[src/rtl/fp_pkg.sv]
// fp_pkg: shared half-precision format constants and divider state encoding
package fp_pkg;
  localparam int EXPONENT_WIDTH = 5;
  localparam int MANTISSA_WIDTH = 10;
  localparam int BIAS = 2 ** (EXPONENT_WIDTH - 1) - 1;
  typedef enum logic [1:0] {IDLE, DIVIDE, NORM, DONE} state_t;
endpackage

[src/rtl/fp_div.sv]
// fp_div: multi-cycle floating-point divider using restoring mantissa division with truncation
module fp_div
  import fp_pkg::*;
#(
  parameter int EXPONENT_WIDTH = fp_pkg::EXPONENT_WIDTH,
  parameter int MANTISSA_WIDTH = fp_pkg::MANTISSA_WIDTH
) (
  input  logic                                   clk,
  input  logic                                   rst,
  input  logic                                   start,
  input  logic [EXPONENT_WIDTH+MANTISSA_WIDTH:0] flp_a,
  input  logic [EXPONENT_WIDTH+MANTISSA_WIDTH:0] flp_b,
  output logic                                   sign,
  output logic [EXPONENT_WIDTH-1:0]              exponent,
  output logic [MANTISSA_WIDTH-1:0]              quot,
  output logic                                   busy,
  output logic                                   done
);
  localparam int M = MANTISSA_WIDTH;
  localparam int E = EXPONENT_WIDTH;
  localparam int CW = $clog2(M + 2);
  localparam int EXP_BIAS = 2 ** (E - 1) - 1;
  state_t         state;
  logic [CW-1:0]  cnt;
  logic [M+1:0]   rem;
  logic [M+1:0]   q;
  logic [M:0]     mb;
  logic [E-1:0]   ea;
  logic [E-1:0]   eb;
  logic           sgn;
  logic           zero_a;
  logic           zero_b;
  logic           ge;
  logic [M+1:0]   r_sub;
  logic [E-1:0]   e_norm;
  assign busy = state != IDLE;
  // One restoring step; the exponent is only needed modulo 2^E, so the wider signed sum truncates to this
  always_comb begin
    ge = rem >= {1'b0, mb};
    r_sub = ge ? rem - {1'b0, mb} : rem;
    e_norm = ea - eb + E'(EXP_BIAS) - E'(!q[M+1]);
  end
  // Control FSM with datapath registers: capture, iterate M+2 quotient bits, normalise, pulse done
  always_ff @(posedge clk) begin
    if (rst) begin
      state <= IDLE;
      cnt <= '0;
      rem <= '0;
      q <= '0;
      mb <= '0;
      ea <= '0;
      eb <= '0;
      sgn <= 1'b0;
      zero_a <= 1'b0;
      zero_b <= 1'b0;
      sign <= 1'b0;
      exponent <= '0;
      quot <= '0;
      done <= 1'b0;
    end else begin
      case (state)
        IDLE: if (start) begin
          state <= DIVIDE;
          cnt <= '0;
          q <= '0;
          rem <= {1'b0, 1'b1, flp_a[M-1:0]};
          mb <= {1'b1, flp_b[M-1:0]};
          ea <= flp_a[E+M-1:M];
          eb <= flp_b[E+M-1:M];
          sgn <= flp_a[E+M] ^ flp_b[E+M];
          zero_a <= ~|flp_a[E+M-1:0];
          zero_b <= ~|flp_b[E+M-1:0];
        end
        DIVIDE: begin
          q <= {q[M:0], ge};
          rem <= r_sub << 1;
          cnt <= cnt + CW'(1);
          if (cnt == CW'(M + 1)) state <= NORM;
        end
        NORM: begin
          state <= DONE;
          done <= 1'b1;
          sign <= zero_a ? 1'b0 : sgn;
          exponent <= zero_a ? '0 : zero_b ? '1 : e_norm;
          quot <= (zero_a || zero_b) ? '0 : q[M+1] ? q[M:1] : q[M-1:0];
        end
        DONE: begin
          state <= IDLE;
          done <= 1'b0;
        end
      endcase
    end
  end
endmodule

[config.mk]
export PLATFORM = sky130hd
export DESIGN_NAME = fp_div
export DESIGN_NICKNAME = d
export VERILOG_FILES = /design/src/rtl/fp_pkg.sv /design/src/rtl/fp_div.sv
export SDC_FILE = /design/constraint.sdc
export NUM_CORES = 1
export LEC_CHECK = 0
export CAP_MARGIN = 10
export CORE_MARGIN = 2
export CORE_UTILIZATION = 40
export DETAILED_ROUTE_END_ITERATION = 6
export GPL_ROUTABILITY_DRIVEN = 0
export PLACE_DENSITY_LB_ADDON = 0.05
export SYNTH_ARGS = -nofsm -noshare
export SYNTH_HDL_FRONTEND = slang
export SYNTH_SLANG_ARGS = --single-unit
[constraint.sdc]
create_clock -name clk -period 2.6 [get_ports clk]
set_clock_uncertainty 0.15 [all_clocks]
set_input_delay 0.78 -clock clk [delete_from_list [all_inputs] [get_ports clk]]
set_output_delay 0.78 -clock clk [all_outputs]
set_load 0.01 [all_outputs]
==> impl_metrics.env, run 1 <==
export IMPL_status="complete, no violations"
export IMPL_synth_xor_area_share_pct=3.05
export IMPL_hpwlAfterDp_mm=6.47
export IMPL_synth_edf_count=0
export IMPL_synth_area_per_cell_um2=8.45
export IMPL_max_freq_mhz=409
export IMPL_io_buffers=52
export IMPL_irDropWorstVdd_uv=413
export IMPL_nFillCells=883
export IMPL_ys_top_cells_by_area="dfxtp_1 38%, ha_1 9.1%, a22oi_1 6.8%"
export IMPL_drt_first_pass_iters=4
export IMPL_fin_crit_ps=2440
export IMPL_io_pins=53
export IMPL_synth_mux_area_share_pct=5.70
export IMPL_synth_compound_area_share_pct=20.1
export IMPL_synth_cells_most_frequent="71 x dfxtp_1, 49 x nand2_1, 49 x nor2_1"
export IMPL_ys_ff_latch=71
export IMPL_ys_flop_type="dfxtp_1"
export IMPL_synth_seq_area_share_pct=38.1
export IMPL_synth_distinct_cells=54
export IMPL_min_period_over_period_pct=94.0
export IMPL_cts_buffers=9
export IMPL_yosysWarnings=0
export IMPL_max_cap_violations=0
export IMPL_synthesis_area_mm2=0.00373
export IMPL_synth_top_family_by_area="compound AO/OA/AOI/OAI gates"
export IMPL_synth_top_area_share_pct=38.1
export IMPL_netlist_top_cell_by_area="dfxtp_1"
export IMPL_async_reset_ff_share_pct=0
export IMPL_area_growth_syn_to_layout_pct=23.9
export IMPL_worstSetupPathType="reg2reg"
export IMPL_antenna_found_initial=0
export IMPL_drc=0
export IMPL_cp_arrival_ps=2580
export IMPL_ctsHoldBuffers=0
export IMPL_fp_coreArea_mm2=0.00915
export IMPL_die_area_mm2=0.0101
export IMPL_slew_headroom_pct=51.9
export IMPL_syn_inst=441
export IMPL_clock_latency_ps=360
export IMPL_synthAdderAreaFrac_pct=10.1
export IMPL_hp_class="reg2reg"
export IMPL_worstSetupStartpoint="rem[0]"
export IMPL_antenna_cells=0
export IMPL_die_h_um=101
export IMPL_startpoint_type="flip-flop"
export IMPL_holdWs_ps=312
export IMPL_fp_row_count=35
export IMPL_setup_viol=0
export IMPL_cts_root_buf="clkbuf_8"
export IMPL_track_usage_pct=18.8
export IMPL_cts_tree="done"
export IMPL_antenna_left=0
export IMPL_drive_gt1_share_pct=10.7
export IMPL_grt_ovfl_total=0
export IMPL_critPathMaxFanout=7
export IMPL_nNetsFinal=562
export IMPL_grt_pass1_wl_mm=14.9
export IMPL_required_ps=2740
export IMPL_grt_max_degree=47
export IMPL_worst_slew_pin_slew_ps=721
export IMPL_drv_slew=0
export IMPL_final_util_pct=50.5
export IMPL_die_w_um=101
export IMPL_placedInstanceArea_mm2=0.00441
export IMPL_synth_most_common_cell="dfxtp_1"
export IMPL_final_cell_area_mm2=0.00462
export IMPL_drt_iter0_drc=115
export IMPL_endpoint_kind="flip-flop"
export IMPL_wirelength_mm=8.96
export IMPL_start_util_pct=40.7
export IMPL_grt_pass1_vias=3131
export IMPL_clk_path_buf_depth=2
export IMPL_rsz0062_at_grt="false"
export IMPL_cts_reportedPaths_clkPinSlew_ps=90
export IMPL_numClockSinks=71
export IMPL_postCtsSetupBuffers=0
export IMPL_hold_violations=0
export IMPL_cts_max_level=3
export IMPL_p_per_area_mw_per_mm2=1110
export IMPL_vias_per_cell=5.29
export IMPL_leakage_nw=1.84
export IMPL_yosys_area_share_simple_pct=16.5
export IMPL_num_vias=3249
export IMPL_wl_per_cell_um=14.6
export IMPL_syn_nets=505
export IMPL_rr_startpoint="rem[0]"
export IMPL_hp_start="mb[8]"
-- repair_timing --
item / in CTS / in global routing
gates resized for setup: 2 / 2
pin swaps: 0 / 1
endpoints found under the setup margin: 1 / 2
-- layout by cell type (no fill, tap or decap), types with 2 or more instances in the layout --
cell type and n:
a22oi_1 34, nor2_1 49, nor3_1 4, o2bb2ai_1 2, xor2_1 2, ha_1 27
nor4_1 6, clkdlybuf4s50_1 50, and2_1 2, a211oi_1 5, a21oi_1 38, fa_1 2
dfxtp_1 70, or4_1 2, mux2i_1 10, nand3_1 5, clkinvlp_4 3, inv_8 2
o21ai_0 3, inv_1 37, nand2b_1 5, a21oi_2 2, inv_6 2, o22ai_1 5
a21o_1 5, a311oi_1 2, xnor2_1 11, nand4_1 3, o21ai_1 2, buf_4 17
mux2_2 10, nand2_1 49, clkbuf_8 9
-- state kept, by name, summed over array words and instances (netlist names) --
register  flops
q            12
rem          12
mb           11
quot         10
ea            5
eb            5
exponent      5
cnt           4
state         2
done          1
sgn           1
sign          1
zero_a        1
zero_b        1
-- area by class of cell --
cell class	count	area, µm²	share of cell area [%]
well taps	111	139	3.01
clock buffers	9	124	2.68
repair buffers	70	653	14.1
flip-flops and latches	71	1420	30.8
clock inverters	7	62.6	1.35
inverters	37	139	3.01
multi-input cells	309	2080	45.0
-- critical path, cell delays in order, from the launching register on --
cell	delay [ps]
dfxtp_1	330
inv_1	60
ha_1	220
fa_1	410
nand2b_4	180
a21oi_4	120
o21ai_1	80
and3_4	210
or4b_1	540
o211ai_2	80
-- per-stage QoR --
step	cells	TNS, ps	total power [mW]	setup WS, ps
6_report	614	0	5.12	157
5_1_grt	614	0	5.57	22.1
4_1_cts	613	0	5.13	5.51
3_5_place_dp	597	-8010	4.25	-363
3_3_place_gp	597	-8380	4.24	-375
2_1_floorplan	441	0	3.59	111
-- layer usage --
metal / routed length (µm) / GRT usage (%)
met1: 4680 / 25.8
met2: 3830 / 29.2
met3: 316 / 3.95
met4: 137 / 6.53
met5: 0 / 0
-- path summary, 6_finish.rpt --
| check | cells after the start | to | slack, ps |
|---|---|---|---|
| worst max-delay path | 9 | rem[8] | 160 |
| worst min-delay path | 2 | mb[8] | 310 |
| worst max register to register | 9 | rem[8] | 160 |
| worst min register to register | 2 | mb[8] | 310 |
-- cells by family (layout without fill, tap and decap cells) --
family / count (synthesis) / in the layout
AO/OA/AOI/OAI: 111 / 111
XOR/XNOR: 13 / 13
adder cells (fa/ha/maj): 29 / 29
buffers and inverters: 61 / 123
flip-flops: 71 / 71
multiplexers: 20 / 20
AND/OR/NAND/NOR: 136 / 136
-- where the power goes --
part	switching [mW]	leakage [nW]	internal [mW]	total, mW
Combinational	1.53	1.18	1.30	2.83
Sequential	0.147	0.578	1.29	1.43
Clock	0.498	0.0863	0.366	0.864
Total	2.17	1.84	2.95	5.12
Power figures use the tool's default switching activity.
==> inputs of run 2 (changes only) <==
SETUP_SLACK_MARGIN = 0.1   (was not set)
==> impl_metrics.env, run 2 (synthesized netlist as in run 1, its figures left out) <==
export IMPL_drive_gt1_share_pct=11.4
export IMPL_worst_slew_pin_slew_ps=775
export IMPL_postCtsSetupBuffers=0
export IMPL_slowest_delay_ps=540
export IMPL_fp_row_count=35
export IMPL_stdcell_count=613
export IMPL_cts_buffers=9
export IMPL_antenna_left=0
export IMPL_dp_cells=597
export IMPL_antenna_cells=0
export IMPL_status="complete, no violations"
export IMPL_slew_headroom_pct=48.2
export IMPL_grt_pass1_vias=3141
export IMPL_final_cell_area_mm2=0.00463
export IMPL_sw_frac_of_total_pct=42.7
export IMPL_fp_coreArea_mm2=0.00915
export IMPL_final_cell_mix="70 x dfxtp_1, 50 x clkdlybuf4s50_1, 49 x nor2_1, 49 x nand2_1, 38 x a21oi_1"
export IMPL_reg2reg_depth=9
export IMPL_reg2reg_to="rem[8]"
export IMPL_finalPower_mw=5.14
export IMPL_p_switching_mw=2.19
export IMPL_die_w_um=101
export IMPL_clock_latency_ps=360
export IMPL_hp_start="mb[8]"
export IMPL_io_buffers=52
export IMPL_final_util_pct=50.6
export IMPL_track_usage_pct=18.9
export IMPL_met3_wirelength_um=331
export IMPL_irDropWorstVdd_uv=416
export IMPL_drt_first_pass_iters=4
export IMPL_multi_input_area_mm2=0.00210
export IMPL_worstHoldEndpoint="mb[8]"
export IMPL_top_layer="met4"
export IMPL_clk_path_buf_depth=2
export IMPL_drt_iter0_drc=111
export IMPL_final_common_cell="dfxtp_1"
export IMPL_antenna_found_initial=0
export IMPL_drt_met1_wl_mm=4.67
export IMPL_cts_max_level=3
export IMPL_wl_per_cell_um=14.6
export IMPL_grt_pass1_wl_mm=15.0
export IMPL_vias_per_cell=5.26
export IMPL_io_pins=53
export IMPL_setup_viol=0
export IMPL_max_cap_violations=0
export IMPL_ff_latch_area_mm2=0.00142
export IMPL_hp_class="reg2reg"
export IMPL_r2r_slack_ps=210
export IMPL_max_freq_mhz=419
export IMPL_nFillCells=880
export IMPL_dr_wl_met2_mm=3.87
export IMPL_die_h_um=101
export IMPL_drv_slew=0
export IMPL_placedInstanceArea_mm2=0.00441
export IMPL_hpwlAfterDp_mm=6.47
export IMPL_area_growth_syn_to_layout_pct=24.1
export IMPL_num_vias=3226
export IMPL_nNetsFinal=561
export IMPL_worstSetupStartpoint="rem[0]"
export IMPL_crit_path_cell_trace="inv_1, ha_1, fa_2, nand2b_4, a21oi_4, o21ai_1, and3_4, or4b_1, o211ai_2"
export IMPL_cts_tree="done"
export IMPL_wirelength_mm=8.98
export IMPL_required_ps=2740
export IMPL_critPathMaxFanout=7
export IMPL_p_per_area_mw_per_mm2=1110
export IMPL_rr_startpoint="rem[0]"
export IMPL_numClockSinks=71
export IMPL_start_util_pct=40.7
export IMPL_grt_ovfl_total=0
export IMPL_drc=0
export IMPL_power_frac_comb_pct=55.3
export IMPL_die_area_mm2=0.0101
export IMPL_cp_arrival_ps=2530
export IMPL_grt_max_degree=47
export IMPL_min_delay_path_depth=2
export IMPL_top_regs="q (12), rem (12), mb (11)"
export IMPL_startpoint_type="flip-flop"
export IMPL_cts_reportedPaths_clkPinSlew_ps=90
export IMPL_cp_slowest_cell="or4b_1"
export IMPL_endpoint_kind="flip-flop"
export IMPL_worstSetupPathType="reg2reg"
export IMPL_intPower_mw=2.95
export IMPL_fin_crit_ps=2390
export IMPL_fin_setup_tns_ps=0
export IMPL_rsz0062_at_grt="false"
export IMPL_p_clk_share_pct=16.8
export IMPL_hold_violations=0
export IMPL_seqPwrFrac_pct=27.9
export IMPL_min_period_over_period_pct=91.9
export IMPL_leakage_nw=1.84
export IMPL_cts_root_buf="clkbuf_8"
-- run 2: power by group through the flow --
| stage | Sequential [mW] | Clock, mW | Combinational [mW] |
|---|---|---|---|
| after floorplan | 1.42 | 0 | 2.17 |
| after global placement | 1.46 | 0 | 2.78 |
| after detailed placement | 1.46 | 0 | 2.79 |
| after CTS | 1.44 | 0.891 | 2.83 |
| after global routing | 1.46 | 0.936 | 3.18 |
| final | 1.43 | 0.863 | 2.84 |
-- run 2: cell type report --
cell class                      instances  share of cell area (%)
Clock buffer                            9                    2.68
Clock inverter                          7                    1.35
Inverter                               37                    3.00
Multi-Input combinational cell        309                    45.4
Sequential cell                        71                    30.7
Tap cell                              111                    3.00
Timing Repair Buffer                   69                    13.9
-- run 2: how the worst max path moves through the flow --
stage	endpoint	slack (ps)	depth (start not counted)
2_1_floorplan	rem[8]	110	10
5_1_grt	rem[8]	100	9
3_3_place_gp	rem[9]	-370	5
3_5_place_dp	rem[9]	-360	5
4_1_cts	rem[10]	140	10
6_report	rem[8]	210	9
-- run 2: per-stage QoR --
stage / hold slack, ps / setup slack [ps]
after floorplan: 285 / 111
after global placement: 292 / -375
after detailed placement: 303 / -363
after CTS: 316 / 139
after global routing: 328 / 101
final: 312 / 211
-- run 2: timing repair --
item	CTS	global route
setup endpoints to repair	12	5
hold buffers	0	0
gates cloned	0	0
pin swaps	0	1
resized for setup	4	5
-- run 2: per-layer routing --
layer / global-route usage (%) / vias up
met4: 6.53 / 0
met5: 0 / -
met3: 3.95 / 10
met2: 29.5 / 49
li1: - / 1662
met1: 25.8 / 1505
-- run 2: worst max-delay path: cells and delay by family, from the launching register on --
family                   cells  cell delay, ps
buffers and inverters        1              60
adder cells (fa/ha/maj)      2             590
AO/OA/AOI/OAI                3             280
flip-flops                   1             340
AND/OR/NAND/NOR              3             920
